$ cat config.mk
export PLATFORM = sky130hd
export DESIGN_NAME = mem_arbiter
export DESIGN_NICKNAME = d
export VERILOG_FILES = /design/src/rtl/mem_arbiter.sv
export SDC_FILE = /design/constraint.sdc
export NUM_CORES = 1
export LEC_CHECK = 0
export CORE_ASPECT_RATIO = 1.75
export CORE_UTILIZATION = 38
export DETAILED_ROUTE_END_ITERATION = 12
export PLACE_DENSITY = 0.86
export SYNTH_ARGS = -nofsm -noshare
export SYNTH_HDL_FRONTEND = slang
export SYNTH_SLANG_ARGS = --single-unit
$ cat constraint.sdc
create_clock -name clk -period 1.76 [get_ports clk]
set_input_delay 0.352 -clock clk [delete_from_list [all_inputs] [get_ports clk]]
set_output_delay 0.352 -clock clk [all_outputs]
set_load 0.02 [all_outputs]
$ cat src/rtl/mem_arbiter.sv
// mem_arbiter: two-requester arbiter in front of a single-port data memory.
//
// Requester 0 is the load/store unit, requester 1 the loader/debug port. A request
// seen in IDLE is granted combinationally, its address/type/data are latched at the
// clock edge and presented to the memory for exactly one ACCESS cycle. Read data is
// captured at the ACCESS-exit edge into one shared rdata register and flagged to the
// owning requester with a one-cycle rvalid pulse.
//
// Ports:
//   clk, rst_n                       clock, asynchronous active-low reset
//   rN_req/rN_we/rN_addr/rN_wdata    request, 1=write/0=read, byte address, write data
//   rN_gnt                           request accepted this cycle (IDLE only)
//   rN_rvalid/rN_rdata               read-data-valid pulse, shared read-data register
//   mem_address/mem_data_write       memory address and write data (0 outside ACCESS)
//   mem_MemWrite/mem_MemRead         memory strobes (ACCESS only)
//   mem_data_read                    combinational read data from the memory
//
// Build option: define MEM_ARB_ROUND_ROBIN_EN to give ties to the requester not
// granted last; otherwise requester 0 always wins ties.

module mem_arbiter #(
   parameter int unsigned WIDTH = 32
) (
   input  logic             clk,
   input  logic             rst_n,
   input  logic             r0_req,
   input  logic             r0_we,
   input  logic [WIDTH-1:0] r0_addr,
   input  logic [WIDTH-1:0] r0_wdata,
   input  logic             r1_req,
   input  logic             r1_we,
   input  logic [WIDTH-1:0] r1_addr,
   input  logic [WIDTH-1:0] r1_wdata,
   output logic             r0_gnt,
   output logic             r1_gnt,
   output logic             r0_rvalid,
   output logic             r1_rvalid,
   output logic [WIDTH-1:0] r0_rdata,
   output logic [WIDTH-1:0] r1_rdata,
   output logic [WIDTH-1:0] mem_address,
   output logic [WIDTH-1:0] mem_data_write,
   output logic             mem_MemWrite,
   output logic             mem_MemRead,
   input  logic [WIDTH-1:0] mem_data_read
);

   typedef enum logic [0:0] {StIdle, StAccess} state_e;

   state_e           state_q;
   logic             owner_q;      // 0 = requester 0, 1 = requester 1
   logic [WIDTH-1:0] addr_q;
   logic [WIDTH-1:0] wdata_q;
   logic             we_q;
   logic             re_q;
   logic [WIDTH-1:0] rdata_q;
   logic             rvalid0_q;
   logic             rvalid1_q;
`ifdef MEM_ARB_ROUND_ROBIN_EN
   logic             last_grant_q; // ID of the most recent grant
`endif

   // Grant decode. Gated by rst_n so no grant is visible while reset is held.
   always_comb begin
      r0_gnt = 1'b0;
      r1_gnt = 1'b0;
      if (rst_n && (state_q == StIdle)) begin
`ifdef MEM_ARB_ROUND_ROBIN_EN
         if (r0_req && r1_req) begin
            r0_gnt = last_grant_q;
            r1_gnt = ~last_grant_q;
         end else begin
            r0_gnt = r0_req;
            r1_gnt = r1_req;
         end
`else
         r0_gnt = r0_req;
         r1_gnt = r1_req & ~r0_req;
`endif
      end
   end

   always_ff @(posedge clk or negedge rst_n) begin
      if (!rst_n) begin
         state_q      <= StIdle;
         owner_q      <= 1'b0;
         addr_q       <= '0;
         wdata_q      <= '0;
         we_q         <= 1'b0;
         re_q         <= 1'b0;
         rdata_q      <= '0;
         rvalid0_q    <= 1'b0;
         rvalid1_q    <= 1'b0;
`ifdef MEM_ARB_ROUND_ROBIN_EN
         last_grant_q <= 1'b1;
`endif
      end else begin
         rvalid0_q <= 1'b0;
         rvalid1_q <= 1'b0;
         unique case (state_q)
            StIdle: begin
               if (r0_gnt || r1_gnt) begin
                  state_q <= StAccess;
                  owner_q <= r1_gnt;
                  addr_q  <= r1_gnt ? r1_addr  : r0_addr;
                  wdata_q <= r1_gnt ? r1_wdata : r0_wdata;
                  we_q    <= r1_gnt ? r1_we    : r0_we;
                  re_q    <= r1_gnt ? ~r1_we   : ~r0_we;
`ifdef MEM_ARB_ROUND_ROBIN_EN
                  last_grant_q <= r1_gnt;
`endif
               end
            end
            StAccess: begin
               // Single-cycle access; clearing the latches also zeroes the memory port.
               state_q <= StIdle;
               addr_q  <= '0;
               wdata_q <= '0;
               we_q    <= 1'b0;
               re_q    <= 1'b0;
               if (re_q) begin
                  rdata_q   <= mem_data_read;
                  rvalid0_q <= ~owner_q;
                  rvalid1_q <= owner_q;
               end
            end
            default: state_q <= StIdle;
         endcase
      end
   end

   assign mem_address    = addr_q;
   assign mem_data_write = wdata_q;
   assign mem_MemWrite   = we_q;
   assign mem_MemRead    = re_q;
   assign r0_rvalid      = rvalid0_q;
   assign r1_rvalid      = rvalid1_q;
   assign r0_rdata       = rdata_q;
   assign r1_rdata       = rdata_q;

endmodule
==> metrics.log <==
INFO  metric antenna_left = 0
INFO  metric grt_setup_unrepaired = no
INFO  metric drive_gt1_share = 16.8%
INFO  metric synthesis.nets = 574
INFO  metric p_leak = 3.83 nW
INFO  metric hold_class = input port to asynchronous set/reset pin
INFO  metric synth.area.mux_share = 19.6%
INFO  metric worst_setup_path_endpoint = mem_address[25]
INFO  metric p_seq_share = 34.5%
INFO  metric die_h = 155 microns
INFO  metric grt_first_pass_wirelength = 22.5 mm
INFO  metric num-nets-final = 839
INFO  metric max_freq = 582 MHz
INFO  metric crit_path_start = mem_address[25]$_DFFE_PN0P_
INFO  metric fin_tns_setup = 0 ps
INFO  metric synth.area.top_cells = dfrtp_1 50%, mux2i_1 13%, a22oi_2 9.3%, mux2_2 7.1%, buf_4 5.2%
INFO  metric synth_simple_gate_area_share = 5.72%
INFO  metric worstMarginPinSlew = 664 ps
INFO  metric worstSkewPairLatency = 340 ps
INFO  metric grt_usage = 21.4%
INFO  metric yosysTopAreaCellShare = 50.1%
INFO  metric final.setup_skew = 11.0 ps
INFO  metric power_switching_share = 34.4%
INFO  metric initial_drc_count = 142
INFO  metric slew_headroom = 55.8%
INFO  metric cp_data_required_time = 1410 ps
INFO  metric crit_slowest_cell = clkdlybuf4s50_1
INFO  metric route.detailed.drc = 0
INFO  metric setup-violations-final = 0
INFO  metric cp_max_fo = 2
INFO  metric port-buffer-count = 299
INFO  metric total_switching_power = 0.00325 W
INFO  metric detailedPlacementHpwl = 11.2 mm
INFO  metric synth_sequential_area_ratio = 50.1%
INFO  metric max-vdd-ir-drop = 0.535 mV
INFO  metric drt-pass1-iter-count = 4
INFO  metric core = 13,000 sq um
INFO  metric final-hold-violation-count = 0
INFO  metric dp_cells = 832
INFO  metric grt_pass1_vias = 4,541
INFO  metric cts_sinks = 102
INFO  metric clk_transition_reported_paths = 70 ps
INFO  metric cts-htree-levels = 3
INFO  metric power_frac_clock = 22.0%
INFO  metric antenna_found_initial = 0
INFO  metric path_class = register to output port
INFO  metric worst_path_dominant_cell_family = buffers and inverters
INFO  metric synth_cell_types = 22
INFO  metric critical_path.endpoint_type = output port
INFO  metric antenna-diode-count = 0
INFO  metric dieArea = 13,900 sq um
INFO  metric timing.critical_path.cells = clkdlybuf4s50_1
INFO  metric crit_cells = 1
INFO  metric hold_ws = 137 ps
INFO  metric ys.warnings.count = 0
INFO  metric ys_ff_latch = 102
INFO  metric cp_data_arrival_time = 1370 ps
INFO  metric fraction_of_the_mapped_netlist_area_in_compound_gates = 13.9%
INFO  metric final_critical_period = 1720 ps
INFO  metric post_synth_xor_area_fraction = 0%
INFO  metric tritoncts = done
INFO  metric postLayoutCellArea = 8360 sq um
INFO  metric slew_viol_final = 0
INFO  metric routed_wire_length_per_instance = 17.6 microns
INFO  metric final_critical_path_share_of_the_clock_period = 97.6%
INFO  metric area_share_of_fa_ha_maj_cells_after_synthesis = 0%
INFO  metric effective_utilization_at_floorplan = 39.2%
INFO  metric syn_inst = 408
INFO  metric layout.cells.most_common_list = 287 x clkdlybuf4s50_1, 101 x dfrtp_1, 66 x nand2_1, 64 x mux2i_1, 38 x a22oi_2
INFO  metric design.portCount = 300
INFO  metric cts.path.max_buffers = 2
INFO  metric p_int = 0.00620 W
INFO  metric final_common_cell = clkdlybuf4s50_1
INFO  metric layout-area-overhead-vs-synth = 64.0%
INFO  metric cts_buffers = 9
INFO  metric register_to_register_setup_slack = 210 ps
INFO  metric gp_congestion = 0.787
INFO  metric pin_count_of_the_biggest_net_entering_global_routing = 67
INFO  metric utilization = 64.3%
INFO  metric row_count = 55
INFO  metric drv_cap = 0
INFO  metric combinational_family_with_the_most_area_after_synthesis = multiplexers
INFO  metric die_w = 89.6 microns
INFO  metric nFillCells = 978
INFO  metric max_stage_delay = 640 ps
INFO  metric fin_cells = 849
INFO  metric start_kind = register
INFO  metric rr_endpoint = mem_address[4]$_DFFE_PN0P_
INFO  metric ctsRootBufferMaster = clkbuf_16
INFO  metric run_status = finished clean
INFO  metric reg2reg_from = state_q$_DFF_PN0_
INFO  metric syn-mean-instance-area = 12.5 sq um
INFO  metric mappedNetlistArea = 5100 sq um
INFO  metric route.detailed.vias_per_inst = 5.07
INFO  metric detail_route.wirelength = 14.9 mm
INFO  metric cp_num_buf_inv = 1
INFO  metric placed_cell_area = 8010 sq um
INFO  metric reg2reg_depth = 5
INFO  metric share_comb_of_total_power = 43.6%
INFO  metric synthDominantAreaCellType = dfrtp_1
INFO  metric pwr_density_cell = 1130 nW/um^2
INFO  metric vias_after_detailed_routing = 4,307
INFO  metric grt-ovfl-total = 0
## Yosys cell counts
cell type / n
buf_6: 9
buf_4: 35
inv_1: 4
nand2_1: 66
o21ai_1: 2
clkbuf_1: 6
dfrtp_1: 102
a22oi_1: 27
and2_1: 1
a32o_1: 1
mux2_2: 32
inv_2: 1
mux2i_1: 64
nor2b_2: 1
a22o_1: 1
buf_8: 3
nor2b_1: 1
nand4bb_1: 1
nor2_1: 3
buf_2: 7
a22oi_2: 38
buf_12: 3
## worst min path at each step
stage / startpoint / endpoint / slack [ps]
6_report: rst_n / r0_rdata[2]$_DFFE_PN0P_ / 140
5_1_grt: rst_n / r0_rdata[28]$_DFFE_PN0P_ / 180
4_1_cts: rst_n / r0_rdata[28]$_DFFE_PN0P_ / 150
3_5_place_dp: rst_n / mem_MemRead$_DFFE_PN0P_ / 260
3_3_place_gp: rst_n / mem_MemRead$_DFFE_PN0P_ / 260
2_1_floorplan: rst_n / mem_MemRead$_DFFE_PN0P_ / 60
## area by class of cell
class,count,area [sq um],area share [%]
Inverter,5,18.8,0.224
Timing Repair Buffer,317,3220,38.5
Multi-Input combinational cell,238,2040,24.4
Clock buffer,9,225,2.69
Clock inverter,7,91.3,1.09
Sequential cell,102,2550,30.5
Tap cell,171,214,2.56
## power groups by stage
stage | clock network, W | registers, W | logic [W]
5_1_grt | 0.00223 | 0.00334 | 0.00437
4_1_cts | 0.00214 | 0.00327 | 0.00417
6_report | 0.00207 | 0.00326 | 0.00412
3_3_place_gp | 0 | 0.00326 | 0.00410
3_5_place_dp | 0 | 0.00330 | 0.00417
2_1_floorplan | 0 | 0.00391 | 0.00159
## per-stage QoR
stage / power (W) / setup WS, ps
finish: 0.00945 / 41.8
global route: 0.00995 / 0.123
CTS: 0.00958 / 7.00
detailed placement: 0.00747 / -359
global placement: 0.00736 / -333
floorplan: 0.00551 / 345
## per-layer routing
metal / up-vias / global-route usage, % / wire length, microns
li1: 1942 / - / -
met5: - / 0 / 0
met4: 0 / 12.4 / 738
met3: 52 / 4.56 / 918
met2: 214 / 38.1 / 8090
met1: 2099 / 22.5 / 5170
## state kept, by name, summed over array words and instances, names as in the netlist
| signal | count |
|---|---|
| mem_MemRead | 1 |
| mem_MemWrite | 1 |
| mem_address | 32 |
| mem_data_write | 32 |
| owner_q | 1 |
| r0_rdata | 32 |
| r0_rvalid | 1 |
| r1_rvalid | 1 |
| state_q | 1 |
## repair_timing
| action | in CTS | in global routing |
|---|---|---|
| gates cloned | 0 | 0 |
| pin swaps | 0 | 0 |
| resized for setup | 9 | 8 |
| endpoints found under the hold margin | 2 | 0 |
| endpoints found under the setup margin | 3 | 10 |
| buffers inserted | 0 | 0 |
| hold buffers | 1 | 0 |
## kinds of logic after synthesis
family / Yosys count
buf+inv: 68
simple gates: 73
compound gates: 69
flops: 102
mux: 96
No activity file was read; power rests on OpenSTA's default activity.
